## config.mk

```make
export PLATFORM = sky130hd
export DESIGN_NAME = mem_port_arbiter
export DESIGN_NICKNAME = d
export VERILOG_FILES = /design/src/rtl/mem_port_arbiter_pkg.sv /design/src/rtl/mem_rr_arbiter.sv /design/src/rtl/mem_port_arbiter.sv
export SDC_FILE = /design/constraint.sdc
export NUM_CORES = 1
export LEC_CHECK = 0
export ABC_AREA = 1
export ABC_CLOCK_PERIOD_IN_PS = 5000
export BUFFER_PORTS_ARGS = -buffer_cell sky130_fd_sc_hd__clkbuf_2
export CORE_ASPECT_RATIO = 1.2
export CORE_MARGIN = 1.5
export CORE_UTILIZATION = 56
export DETAILED_ROUTE_END_ITERATION = 10
export GPL_TIMING_DRIVEN = 0
export PLACE_DENSITY = 0.88
export REMOVE_ABC_BUFFERS = 1
export SLEW_MARGIN = 20
export SYNTH_ARGS = -nofsm -noshare
export SYNTH_HDL_FRONTEND = slang
export SYNTH_SLANG_ARGS = --single-unit
```

## constraint.sdc

```tcl
create_clock -name clk -period 5 [get_ports clk]
set_clock_uncertainty 0.1 [all_clocks]
set_input_delay 0.75 -clock clk [delete_from_list [all_inputs] [get_ports clk]]
set_output_delay 0.75 -clock clk [all_outputs]
set_load 0.03 [all_outputs]
```

## src/rtl/mem_port_arbiter_pkg.sv

```systemverilog
// Shared definitions for the byte-serial memory port arbiter: size codes,
// controller states, IO region decode and the byte-count helper.
package mem_port_arbiter_pkg;

    // funct3-style size codes; loads use bit 2 for zero extension
    localparam logic [2:0] SZ_LB  = 3'b000;
    localparam logic [2:0] SZ_LH  = 3'b001;
    localparam logic [2:0] SZ_LW  = 3'b010;
    localparam logic [2:0] SZ_LBU = 3'b100;
    localparam logic [2:0] SZ_LHU = 3'b101;
    localparam logic [2:0] SZ_SB  = 3'b000;
    localparam logic [2:0] SZ_SH  = 3'b001;
    localparam logic [2:0] SZ_SW  = 3'b010;

    typedef enum logic [1:0] {
        ST_IDLE = 2'd0,
        ST_XFER = 2'd1,
        ST_TAIL = 2'd2,
        ST_DONE = 2'd3
    } arb_state_e;

    // Reads in this region have side effects, so no byte may be issued twice.
    localparam int         IO_SEL_LSB = 16;
    localparam logic [1:0] IO_REGION  = 2'b11;

    function automatic logic is_io_addr(input logic [31:0] addr);
        return addr[IO_SEL_LSB +: 2] == IO_REGION;
    endfunction

    // Index of the last byte of an access: (1 << code) bytes, clamped to the
    // client data width.
    function automatic logic [1:0] last_byte_idx(input logic [1:0] code, input int max_bytes);
        int n;
        n = 1 << code;
        if (n > max_bytes) n = max_bytes;
        return 2'(n - 1);
    endfunction

endpackage

```

## src/rtl/mem_rr_arbiter.sv

```systemverilog
// Request arbiter: fixed priority (lowest index) or round-robin starting after
// the last winner. Only the last-winner pointer is registered.
module mem_rr_arbiter
#(
    parameter int NCH   = 2,
    parameter int IDX_W = 1
)(
    input  logic             clk,
    input  logic             rst,
    input  logic             mode,
    input  logic [NCH-1:0]   req,
    input  logic             take,
    output logic [NCH-1:0]   gnt,
    output logic [IDX_W-1:0] gnt_idx
);

    logic [IDX_W-1:0] ptr_q, ptr_d;
    int               start_idx;
    int               cand;
    logic             found;

    // Circular search for the first requester from the mode-dependent start.
    always_comb begin
        gnt       = '0;
        gnt_idx   = '0;
        found     = 1'b0;
        cand      = 0;
        start_idx = 0;
        if (mode) start_idx = (int'(ptr_q) + 1) % NCH;
        for (int i = 0; i < NCH; i++) begin
            cand = start_idx + i;
            if (cand >= NCH) cand = cand - NCH;
            if (!found && req[cand]) begin
                found        = 1'b1;
                gnt[cand]    = 1'b1;
                gnt_idx      = IDX_W'(cand);
            end
        end
    end

    // Pointer moves only when the controller actually takes the grant.
    always_comb begin
        ptr_d = ptr_q;
        if (take) ptr_d = gnt_idx;
    end

    // Reset to the highest channel so channel 0 is served first.
    always_ff @(posedge clk) begin
        if (!rst) ptr_q <= IDX_W'(NCH - 1);
        else      ptr_q <= ptr_d;
    end

endmodule

```

## src/rtl/mem_port_arbiter.sv

```systemverilog
// Multi-client byte-serial memory port. Grants one client, issues its access
// as single-byte transfers and returns the assembled, extended read data.
//
// state   | meaning
// --------+-----------------------------------------------------------
// ST_IDLE | no access in flight; grant a requester when rdy is high
// ST_XFER | issue one byte per ready cycle at base+cnt
// ST_TAIL | read only: last byte issued, wait for its capture
// ST_DONE | pulse done for the winner, present rdata, release busy
module mem_port_arbiter
    import mem_port_arbiter_pkg::*;
#(
    parameter int NCH       = 2,
    parameter int ADDR_W    = 32,
    parameter int DATA_W    = 32,
    parameter int PRIO_MODE = 0
)(
    input  logic                  clk,
    input  logic                  rst,
    input  logic                  rdy,
    input  logic [NCH-1:0]        req_re,
    input  logic [NCH-1:0]        req_we,
    input  logic [NCH*3-1:0]      req_width,
    input  logic [NCH*ADDR_W-1:0] req_addr,
    input  logic [NCH*DATA_W-1:0] req_wdata,
    output logic [DATA_W-1:0]     rdata,
    output logic [NCH-1:0]        done,
    output logic [NCH-1:0]        busy,
    input  logic [7:0]            mem_din,
    output logic [7:0]            mem_dout,
    output logic [ADDR_W-1:0]     mem_a,
    output logic                  mem_wr
);

    localparam int NB    = DATA_W / 8;
    localparam int IDX_W = (NCH > 1) ? $clog2(NCH) : 1;

    arb_state_e        state_q, state_d;
    logic [IDX_W-1:0]  win_q, win_d;
    logic              we_q, we_d;
    logic              sext_q, sext_d;
    logic [1:0]        last_q, last_d;
    logic [1:0]        cnt_q, cnt_d;
    logic [ADDR_W-1:0] base_q, base_d;
    logic [DATA_W-1:0] wdata_q, wdata_d;
    logic [NCH-1:0]    busy_q, busy_d;
    logic [ADDR_W-1:0] mem_a_q, mem_a_d;
    logic [7:0]        mem_dout_q, mem_dout_d;
    logic              pend_q, pend_d;
    logic [1:0]        pidx_q, pidx_d;
    logic [DATA_W-1:0] rbuf_q, rbuf_d;

    logic [NCH-1:0]    req;
    logic [NCH-1:0]    gnt;
    logic [IDX_W-1:0]  gnt_idx;
    logic              take;
    logic              issue;
    logic              fin;
    logic [NCH-1:0]    win_oh;
    logic [ADDR_W-1:0] cur_addr;
    logic [7:0]        cur_byte;
    logic              sbit;
    logic [7:0]        fill;
    logic [DATA_W-1:0] ext_data;

    assign req   = req_re | req_we;
    assign take  = (state_q == ST_IDLE) && rdy && (|req);
    assign issue = (state_q == ST_XFER) && rdy;
    assign fin   = (state_q == ST_DONE) && rdy;

    mem_rr_arbiter #(
        .NCH   (NCH),
        .IDX_W (IDX_W)
    ) u_arb (
        .clk     (clk),
        .rst     (rst),
        .mode    (PRIO_MODE != 0),
        .req     (req),
        .take    (take),
        .gnt     (gnt),
        .gnt_idx (gnt_idx)
    );

    // One-hot form of the latched winner, used for done and busy release.
    always_comb begin
        win_oh = '0;
        for (int i = 0; i < NCH; i++) begin
            win_oh[i] = (int'(win_q) == i);
        end
    end

    // Address and write byte of the transfer slot selected by cnt.
    always_comb begin
        cur_addr = base_q + ADDR_W'(cnt_q);
        cur_byte = '0;
        for (int k = 0; k < NB; k++) begin
            if (cnt_q == 2'(k)) cur_byte = wdata_q[8*k +: 8];
        end
    end

    // Controller next state; all latched fields hold unless updated.
    always_comb begin
        state_d    = state_q;
        win_d      = win_q;
        we_d       = we_q;
        sext_d     = sext_q;
        last_d     = last_q;
        base_d     = base_q;
        wdata_d    = wdata_q;
        cnt_d      = cnt_q;
        busy_d     = busy_q;
        mem_a_d    = mem_a_q;
        mem_dout_d = mem_dout_q;
        unique case (state_q)
            ST_IDLE: begin
                if (take) begin
                    win_d   = gnt_idx;
                    we_d    = req_we[gnt_idx];
                    sext_d  = ~req_width[3*int'(gnt_idx) + 2];
                    last_d  = last_byte_idx(req_width[3*int'(gnt_idx) +: 2], NB);
                    base_d  = req_addr[ADDR_W*int'(gnt_idx) +: ADDR_W];
                    wdata_d = req_wdata[DATA_W*int'(gnt_idx) +: DATA_W];
                    busy_d  = busy_q | gnt;
                    cnt_d   = 2'd0;
                    state_d = ST_XFER;
                end
            end
            ST_XFER: begin
                if (rdy) begin
                    mem_a_d    = cur_addr;
                    mem_dout_d = cur_byte;
                    if (cnt_q == last_q) state_d = we_q ? ST_DONE : ST_TAIL;
                    else                 cnt_d   = cnt_q + 2'd1;
                end
            end
            ST_TAIL: begin
                if (rdy) state_d = ST_DONE;
            end
            ST_DONE: begin
                if (rdy) begin
                    busy_d  = busy_q & ~win_oh;
                    state_d = ST_IDLE;
                end
            end
            default: state_d = ST_IDLE;
        endcase
    end

    // Read capture: a byte issued with rdy high is stored on the next edge,
    // independent of rdy, so a pause never drops or repeats a read.
    always_comb begin
        pend_d = issue && !we_q;
        pidx_d = issue ? cnt_q : pidx_q;
        rbuf_d = rbuf_q;
        if (pend_q) begin
            for (int k = 0; k < NB; k++) begin
                if (pidx_q == 2'(k)) rbuf_d[8*k +: 8] = mem_din;
            end
        end
    end

    // Sign or zero extension from the last byte of the access.
    always_comb begin
        sbit = 1'b0;
        for (int k = 0; k < NB; k++) begin
            if (last_q == 2'(k)) sbit = rbuf_q[8*k + 7];
        end
        fill     = {8{sext_q & sbit}};
        ext_data = '0;
        for (int k = 0; k < NB; k++) begin
            ext_data[8*k +: 8] = (2'(k) <= last_q) ? rbuf_q[8*k +: 8] : fill;
        end
    end

    // State and datapath registers with synchronous active-low reset.
    always_ff @(posedge clk) begin
        if (!rst) begin
            state_q    <= ST_IDLE;
            win_q      <= '0;
            we_q       <= 1'b0;
            sext_q     <= 1'b0;
            last_q     <= '0;
            cnt_q      <= '0;
            base_q     <= '0;
            wdata_q    <= '0;
            busy_q     <= '0;
            mem_a_q    <= '0;
            mem_dout_q <= '0;
            pend_q     <= 1'b0;
            pidx_q     <= '0;
            rbuf_q     <= '0;
        end else begin
            state_q    <= state_d;
            win_q      <= win_d;
            we_q       <= we_d;
            sext_q     <= sext_d;
            last_q     <= last_d;
            cnt_q      <= cnt_d;
            base_q     <= base_d;
            wdata_q    <= wdata_d;
            busy_q     <= busy_d;
            mem_a_q    <= mem_a_d;
            mem_dout_q <= mem_dout_d;
            pend_q     <= pend_d;
            pidx_q     <= pidx_d;
            rbuf_q     <= rbuf_d;
        end
    end

    // Bus pins show the live slot while issuing and hold the last one otherwise.
    always_comb begin
        mem_wr   = issue && we_q;
        mem_a    = issue ? cur_addr : mem_a_q;
        mem_dout = issue ? cur_byte : mem_dout_q;
        done     = fin ? win_oh : '0;
        rdata    = (fin && !we_q) ? ext_data : '0;
        busy     = busy_q;
    end

endmodule

```

==> results of run 1 <==
[through the flow]
stage               util, %  setup WS (ps)  cell area, µm²  hold slack (ps)
CTS                    70.8           1100            9410              354
global placement       65.7           1370            8740              340
global route           70.8            831            9410              374
finish                 70.8           1080            9410              352
floorplan                 -           2190            7400              329
detailed placement     66.1           1460            8790              344
[per-layer routing]
| layer | part of all wire, % | up-vias | routed length (µm) | global-route usage [%] |
|---|---|---|---|---|
| met1 | 41 | 3688 | 8520 | 34.7 |
| met2 | 48 | 338 | 9950 | 48.2 |
| met4 | 4.0 | 0 | 819 | 14.1 |
| met5 | 0 | - | 0 | 0 |
| li1 | - | 4135 | - | - |
| met3 | 6.5 | 69 | 1340 | 5.36 |
[placed cells by master (no fill, tap or decap), types with 2 or more instances in the layout]
cell	synthesis	routed
bufinv_16	0	3
nand2_1	302	302
ha_1	11	11
clkinvlp_4	0	3
nand2_2	7	6
nand2_4	1	2
xor2_1	3	3
inv_1	111	111
nor3_1	2	2
buf_12	0	2
a31oi_1	65	65
clkbuf_16	0	17
clkbuf_2	0	224
o21ai_0	120	120
inv_2	5	3
o211ai_1	3	3
nand3_1	54	54
dfxtp_1	150	150
o21ai_1	25	25
nor2_1	119	119
inv_6	0	4
clkbuf_8	0	2
nor2_4	5	5
xnor2_1	8	8
nor2_2	6	6
nand3b_1	3	3
a21oi_1	70	70
clkinv_4	0	2
or2_2	18	18
[path summary, 6_finish.rpt]
path / to / slack (ps) / start / cells past startpoint
worst max-delay path: mem_a[1] / 1080 / state_q[1] / 8
worst min-delay path: rbuf_q[21] / 350 / rbuf_q[21] / 2
worst max register to register: mem_a_q[9] / 2370 / state_q[1] / 7
worst min register to register: rbuf_q[21] / 350 / rbuf_q[21] / 2
[cell type report]
type	instances	area, µm²
Inverter	117	443
Fill cell	1096	3880
Multi-Input combinational cell	829	3970
Clock buffer	20	457
Sequential cell	150	3000
Clock inverter	12	165
Tap cell	168	210
Timing Repair Buffer	227	1170
[critical path, stage by stage, from the launching register on]
cell	delay (ps)
dfxtp_1	330
inv_1	110
ha_1	300
nand2_2	350
inv_2	810
or2_2	230
o21ai_0	130
inv_1	100
clkbuf_2	230
[state kept, by name, summed over array words and instances (netlist names)]
| name | flops |
|---|---|
| base_q | 32 |
| mem_a_q | 32 |
| rbuf_q | 32 |
| wdata_q | 32 |
| mem_dout_q | 8 |
| busy | 2 |
| cnt_q | 2 |
| last_q | 2 |
| pidx_q | 2 |
| state_q | 2 |
| pend_q | 1 |
| sext_q | 1 |
| we_q | 1 |
| win_q | 1 |
[where the power goes]
group | leakage [nW] | internal (W) | switching (W)
Sequential | 1.23 | 0.00142 | 0.000186
Clock | 0.294 | 0.000819 | 0.000524
Combinational | 2.98 | 0.000526 | 0.00107
Total | 4.50 | 0.00277 | 0.00178
[cells by family (layout without fill, tap and decap cells)]
| group | Yosys count | after routing | share of synthesized area (%) |
|---|---|---|---|
| buffers and inverters | 177 | 376 | 9.38 |
| AO/OA/AOI/OAI | 285 | 285 | 19.9 |
| XOR/XNOR | 11 | 11 | 1.25 |
| flip-flops | 150 | 150 | 39.1 |
| adder cells (fa/ha/maj) | 12 | 12 | 2.05 |
| AND/OR/NAND/NOR | 521 | 521 | 28.3 |
==> flow_metrics.py, run 1 <==
metrics = {
    "yosys": {
        "yosysMostFrequentCell": "nand2_1",
        "synth-seq-cells": 150,
        "ys_top_cells_by_area": "dfxtp_1 (39%), nand2_1 (15%), o21ai_0 (7.8%)",
        "yosysSeqAreaShare_pct": 39.1,
        "synth_edf_count": 0,
        "ys_types": 33,
        "yosys.area.top_type": "dfxtp_1",
        "async_reset_ff_share_pct": 0,
        "synthCells": 1156,
        "synth_common_cells": "nand2_1 (302), dfxtp_1 (150), o21ai_0 (120)",
        "synth_flop_cell": "dfxtp_1",
        "yosysWarningCount": 0,
        "syn_avg_cell_area_um2": 6.65,
        "synthesis.area_um2": 7680,
        "netlist.area_leader.share_pct": 39.1,
    },
    "clocking": {
        "cts_root_buffer": "clkbuf_16",
        "htree_levels": 4,
        "clkLatencyLatePin_ps": 420,
        "numCtsBuffers": 17,
        "ctsLongestPathBuffers": 2,
        "cts.repair.resized": 0,
        "cts_setup_buffers": 0,
        "path_clk_slew_ps": 60,
        "cts_tree": "built",
        "hold_buffers": 0,
        "clock_sinks": 150,
    },
    "die": {
        "core_um2": 13300,
        "floorplan.die.height_um": 131,
        "pin_count": 226,
        "std_cell_rows": 46,
        "initial_core_util_pct": 57.8,
        "dieArea_um2": 14400,
        "dieWidth_um": 110,
    },
    "finish": {
        "num_antenna_cells": 0,
        "nNetsFinal": 1503,
        "syn_to_final_growth_pct": 22.5,
        "layout.cells.non_filler": 1523,
        "drive_above_1_share_pct": 22.3,
    },
    "sta": {
        "slew_violations": 0,
        "max_freq_mhz": 255,
        "setup_viol": 0,
        "period_share_pct": 78.3,
        "rsz0062_at_grt": "no",
        "final_hold_viol_count": 0,
        "tightest_slew_ps": 946,
        "min_period_ps": 3920,
        "fin_tns_setup_ps": 0,
        "maxSlewHeadroom_pct": 36.9,
    },
    "drt": {
        "drt-initial-drc-count": 591,
        "first_pass_iters": 6,
        "vias_per_cell": 5.40,
        "avgRoutedWirePerCell_um": 13.5,
        "post-route-drc-count": 0,
        "vias": 8230,
        "ant_nets": 0,
        "wirelength_um": 20600,
    },
    "placed_design": {
        "io_buffers": 225,
        "dp_hpwl_um": 14400,
        "dp_cells": 1491,
        "gp_routability_congestion": 0.924,
    },
    "run": {
        "cap_viol_max_count": 0,
    },
    "pwr": {
        "power_leakage_nw": 4.50,
        "finalPower_w": 0.00455,
        "p_per_area_nw_per_um2": 483,
        "ir_drop_mv": 0.253,
    },
    "global_route": {
        "grt_max_degree": 71,
        "antenna_found_initial": 0,
        "grt_pass1_vias": 7492,
        "overflow": 0,
        "grt_pass1_wl_um": 33300,
        "grt_util_all_layers_pct": 28.8,
    },
    "worst_setup_path": {
        "worst-path-max-fanout": 61,
        "cp-start-kind": "flip-flop",
        "path_class": "flip-flop to primary output",
        "crit_required_ps": 4150,
        "arrival_ps": 3070,
        "crit_path_end_kind": "primary output",
    },
    "hold_path": {
        "min_path_type": "flip-flop to flip-flop",
    },
    "outcome": {
        "status": "finished, final reports clean",
    },
}
Note: power is estimated with default switching activity, not from simulation.
==> run 2: changes to the inputs <==
--- a/config.mk
+++ b/config.mk
@@ -6,14 +6,14 @@
 export NUM_CORES = 1
 export LEC_CHECK = 0
 export ABC_AREA = 1
-export ABC_CLOCK_PERIOD_IN_PS = 5000
+export ABC_CLOCK_PERIOD_IN_PS = 3410
 export BUFFER_PORTS_ARGS = -buffer_cell sky130_fd_sc_hd__clkbuf_2
 export CORE_ASPECT_RATIO = 1.2
 export CORE_MARGIN = 1.5
-export CORE_UTILIZATION = 56
+export CORE_UTILIZATION = 47
 export DETAILED_ROUTE_END_ITERATION = 10
 export GPL_TIMING_DRIVEN = 0
-export PLACE_DENSITY = 0.88
+export PLACE_DENSITY = 0.79
 export REMOVE_ABC_BUFFERS = 1
 export SLEW_MARGIN = 20
 export SYNTH_ARGS = -nofsm -noshare
==> constraint.sdc (replaced) <==
create_clock -name clk -period 3.41 [get_ports clk]
set_clock_uncertainty 0.1 [all_clocks]
set_input_delay 0.5115 -clock clk [delete_from_list [all_inputs] [get_ports clk]]
set_output_delay 0.5115 -clock clk [all_outputs]
set_load 0.03 [all_outputs]
==> flow_metrics.py, run 2 (synthesized netlist as in run 1, its figures left out) <==
metrics = {
    "clocking": {
        "clkLatencyLatePin_ps": 430,
        "cts_setup_buffers": 0,
        "ctsLongestPathBuffers": 2,
        "clock_sinks": 150,
        "cts_tree": "built",
        "cts_root_buffer": "clkbuf_16",
        "numCtsBuffers": 17,
        "htree_levels": 4,
        "hold_buffers": 0,
        "path_clk_slew_ps": 60,
    },
    "finish": {
        "syn_to_final_growth_pct": 22.7,
        "multi_input_area_um2": 3970,
        "fill_cells": 1552,
        "finish.instance_area_um2": 9430,
        "final_common_cell": "nand2_1",
        "drive_above_1_share_pct": 22.5,
        "final_cell_mix": "nand2_1 (302), clkbuf_2 (224), dfxtp_1 (148), o21ai_0 (120), nor2_1 (119)",
        "nNetsFinal": 1503,
        "final-seq-area_um2": 3010,
    },
    "drt": {
        "post-route-drc-count": 0,
        "avgRoutedWirePerCell_um": 13.2,
        "first_pass_iters": 5,
        "highest_layer": "met4",
        "wl_met1_um": 9080,
        "ant_nets": 0,
        "vias": 8094,
        "drt-initial-drc-count": 593,
        "wl_met3_um": 1060,
        "wirelength_um": 20700,
        "dr_wl_met2_um": 9990,
        "vias_per_cell": 5.16,
    },
    "placed_design": {
        "dp_hpwl_um": 14700,
        "place_area_um2": 8850,
        "gp_routability_congestion": 0.861,
        "io_buffers": 225,
    },
    "die": {
        "dieArea_um2": 17100,
        "core_um2": 16100,
        "initial_core_util_pct": 47.6,
        "std_cell_rows": 51,
        "pin_count": 226,
        "floorplan.die.height_um": 143,
        "dieWidth_um": 120,
    },
    "pwr": {
        "p_per_area_nw_per_um2": 688,
        "power_leakage_nw": 4.49,
        "finalPower_w": 0.00649,
        "ir_drop_mv": 0.357,
    },
    "hold_path": {
        "min_path_type": "primary input to flip-flop",
        "min-delay-start": "req_wdata[14]",
        "whs_path_depth": 3,
        "hold_path_end": "wdata_q[14]",
    },
    "worst_setup_path": {
        "arrival_ps": 2630,
        "worst-path-max-fanout": 6,
        "crit_required_ps": 2800,
        "crit_path_end_kind": "primary output",
        "path_class": "flip-flop to primary output",
        "r2r_slack_ps": 1170,
        "path_cells": "ha_1 > inv_1 > fa_1 > nor2_4 > nand2_2 > nor2_4 > nand2_1 > nand3_1 > o21ai_1 > inv_1 > clkbuf_2",
        "cpMaxStageDelayCell": "fa_1",
        "timing.rr.end": "mem_a_q[26]",
        "reg2reg_from": "cnt_q[0]",
        "r2r_cells": 11,
        "cp_top_family": "adder cells",
        "cp-start-kind": "flip-flop",
        "cp_num_buf_inv": 3,
        "max_stage_delay_ps": 470,
    },
    "sta": {
        "slew_violations": 0,
        "min_period_ps": 3240,
        "fin_tns_setup_ps": 0,
        "final_hold_viol_count": 0,
        "setup_viol": 0,
        "fin_hold_ws_ps": 230,
        "tightest_slew_ps": 945,
        "rsz0062_at_grt": "no",
        "period_share_pct": 95.0,
        "maxSlewHeadroom_pct": 36.9,
        "max_freq_mhz": 309,
    },
    "global_route": {
        "grt_max_degree": 78,
        "grt_pass1_wl_um": 33500,
        "grt_pass1_vias": 7156,
        "grt_util_all_layers_pct": 24.2,
        "antenna_found_initial": 1,
        "overflow": 0,
    },
    "run": {
        "cap_viol_max_count": 0,
    },
    "outcome": {
        "status": "finished, final reports clean",
    },
}
==> run 2: repair_timing <==
action | in CTS | in global routing
gates resized for setup | 2 | 3
pin swaps | 0 | 0
gates cloned | 0 | 0
endpoints found under the setup margin | 40 | 11
==> run 2: how the worst max path moves through the flow <==
stage                          start         to  slack (ps)  cells after the start
after floorplan           state_q[1]   mem_a[0]         860                      7
after global placement     req_we[1]    busy[1]          30                      9
after detailed placement  state_q[1]   mem_a[0]         150                      8
after CTS                   cnt_q[0]  mem_a[14]          80                     11
after global routing        cnt_q[0]  mem_a[14]           3                     11
final                       cnt_q[0]  mem_a[14]         170                     11
==> run 2: power breakdown <==
part	total (W)	internal [W]	switching, W
clock	0.00179	0.00104	0.000753
combinational	0.00234	0.000781	0.00156
sequential	0.00235	0.00209	0.000267
==> run 2: stage by stage <==
step / setup slack (ps) / instances / utilization [%]
floorplan: 864 / 1096 / -
detailed placement: 151 / 1535 / 54.8
finish: 172 / 1568 / 58.4
CTS: 77.7 / 1567 / 58.3
global route: 2.81 / 1567 / 58.4
global placement: 33.3 / 1533 / 54.5
==> run 2: layout make-up <==
| cell class | count | share of cell area, % |
|---|---|---|
| Antenna cell | 1 | 0.0265 |
| Clock inverter | 12 | 1.10 |
| Clock buffer | 20 | 4.85 |
| Multi-Input combinational cell | 829 | 42.1 |
| Timing Repair Buffer | 227 | 12.5 |
| Tap cell | 212 | 2.81 |
| Inverter | 117 | 4.73 |
| Sequential cell | 150 | 31.9 |
==> run 2: tightest hold or removal path: stages <==
cell and delay (ps):
clkbuf_2 80, nand2_1 50, a31oi_1 70
==> run 2: per-layer routing <==
layer  track usage [%]  vias up
met5                 0        -
met4              9.27        0
met3              5.11       43
met2              41.6      248
met1              29.8     3669
li1                  -     4134
==> run 3: changes to the inputs <==
--- a/config.mk
+++ b/config.mk
@@ -9,7 +9,7 @@
 export ABC_CLOCK_PERIOD_IN_PS = 3410
 export BUFFER_PORTS_ARGS = -buffer_cell sky130_fd_sc_hd__clkbuf_2
 export CORE_ASPECT_RATIO = 1.2
-export CORE_MARGIN = 1.5
+export CORE_MARGIN = 4
 export CORE_UTILIZATION = 47
 export DETAILED_ROUTE_END_ITERATION = 10
 export GPL_TIMING_DRIVEN = 0
==> flow_metrics.py, run 3 (synthesized netlist as in run 1, its figures left out) <==
metrics = {
    "worst_setup_path": {
        "max_stage_delay_ps": 460,
        "cp-start-kind": "flip-flop",
        "cp_num_buf_inv": 3,
        "cpMaxStageDelayCell": "fa_1",
        "crit_path_end_kind": "primary output",
        "path_class": "flip-flop to primary output",
        "cp_top_family": "adder cells",
        "worst-path-max-fanout": 6,
        "crit_required_ps": 2800,
        "arrival_ps": 2570,
        "path_cells": "ha_1 > inv_1 > fa_1 > nor2_4 > nand2_2 > nor2_4 > nand2_1 > nand3_1 > o21ai_1 > inv_1 > clkbuf_2",
    },
    "sta": {
        "tightest_slew_ps": 955,
        "maxSlewHeadroom_pct": 36.3,
        "final_hold_viol_count": 0,
        "fin_tns_setup_ps": 0,
        "max_freq_mhz": 315,
        "min_period_ps": 3180,
        "rsz0062_at_grt": "no",
        "period_share_pct": 93.2,
        "slew_violations": 0,
        "setup_viol": 0,
    },
    "finish": {
        "final_cell_mix": "nand2_1 (302), clkbuf_2 (224), dfxtp_1 (148), o21ai_0 (120), nor2_1 (119)",
        "multi_input_area_um2": 3970,
        "num_antenna_cells": 0,
        "final_common_cell": "nand2_1",
        "nNetsFinal": 1503,
        "syn_to_final_growth_pct": 23.6,
        "layout.cells.non_filler": 1561,
        "drive_above_1_share_pct": 22.2,
        "final-seq-area_um2": 3010,
        "fill_cells": 1532,
    },
    "global_route": {
        "grt_pass1_vias": 7517,
        "grt_pass1_wl_um": 35400,
        "grt_util_all_layers_pct": 22.9,
        "grt_max_degree": 87,
        "antenna_found_initial": 0,
        "overflow": 0,
    },
    "die": {
        "std_cell_rows": 50,
        "core_um2": 15800,
        "dieArea_um2": 18500,
        "pin_count": 226,
        "initial_core_util_pct": 48.5,
        "floorplan.die.height_um": 148,
        "dieWidth_um": 125,
    },
    "pwr": {
        "p_seq_share_pct": 34.7,
        "ir_drop_mv": 0.341,
        "finalPower_w": 0.00677,
        "p_per_area_nw_per_um2": 713,
        "combPwrFrac_pct": 34.5,
        "p_int_w": 0.00423,
        "clkPwrFrac_pct": 30.8,
        "switchingPower_w": 0.00255,
        "swShare_pct": 37.6,
        "power_leakage_nw": 4.53,
    },
    "placed_design": {
        "gp_routability_congestion": 0.857,
        "io_buffers": 225,
        "dp_cells": 1531,
        "dp_hpwl_um": 15300,
    },
    "clocking": {
        "htree_levels": 4,
        "cts_tree": "built",
        "clock_sinks": 150,
        "cts_root_buffer": "clkbuf_16",
        "numCtsBuffers": 17,
        "path_clk_slew_ps": 60,
        "hold_buffers": 0,
        "ctsLongestPathBuffers": 2,
        "clkLatencyLatePin_ps": 420,
    },
    "drt": {
        "first_pass_iters": 5,
        "vias": 8010,
        "avgRoutedWirePerCell_um": 13.6,
        "wirelength_um": 21200,
        "vias_per_cell": 5.13,
        "post-route-drc-count": 0,
        "drt-initial-drc-count": 515,
        "ant_nets": 0,
    },
    "run": {
        "cap_viol_max_count": 0,
    },
    "hold_path": {
        "min_path_type": "primary input to flip-flop",
    },
    "outcome": {
        "status": "finished, final reports clean",
    },
}
run 3: power groups by stage:
stage / Combinational [W] / Clock (W) / Sequential [W]
floorplan: 0.00167 / 0 / 0.00229
global placement: 0.00226 / 0 / 0.00237
detailed placement: 0.00233 / 0 / 0.00238
CTS: 0.00235 / 0.00211 / 0.00235
global route: 0.00264 / 0.00218 / 0.00240
finish: 0.00234 / 0.00208 / 0.00235
run 3: timing repair:
action,CTS,global route
buffers inserted,0,0
pin swaps,0,0
gates resized for setup,2,4
cloned,0,0
endpoints found under the hold margin,0,0
setup endpoints to repair,40,30
run 3: metrics by stage:
stage	worst slack, ps	area [µm²]	utilization [%]	hold WS (ps)
global route	5.50	9500	60.0	231
finish	233	9500	60.0	230
detailed placement	113	8850	55.9	343
global placement	26.1	8790	55.5	339
floorplan	864	7400	-	329
CTS	9.96	9490	60.0	216
run 3: worst min-delay path, cell delays in order:
cell and delay, ps:
clkbuf_2 80, nand2_1 50, a31oi_1 70
run 3: area by class of cell:
class	instances	share of cell area [%]
inverter	117	4.71
clock buffer	20	4.60
sequential	150	31.6
multi-input combinational	829	41.8
timing repair buffer	227	12.4
clock inverter	10	2.15
tap	208	2.74
run 3: worst paths after layout:
check	start	end	slack, ps	depth (start not counted)
worst max-delay path	cnt_q[0]	mem_a[14]	230	11
worst min-delay path	req_addr[11]	base_q[11]	230	3
worst max register to register	state_q[0]	base_q[7]	1150	8
worst min register to register	rbuf_q[3]	rbuf_q[3]	350	2
run 3: routing by layer:
layer / share of wire [%] / track usage [%] / wire length, µm / up-vias
met5: 0 / 0 / 0 / -
met4: 2.9 / 9.98 / 615 / 0
met3: 5.8 / 4.02 / 1240 / 47
met2: 48 / 38.6 / 10200 / 261
met1: 43 / 28.8 / 9130 / 3568
li1: - / - / - / 4134
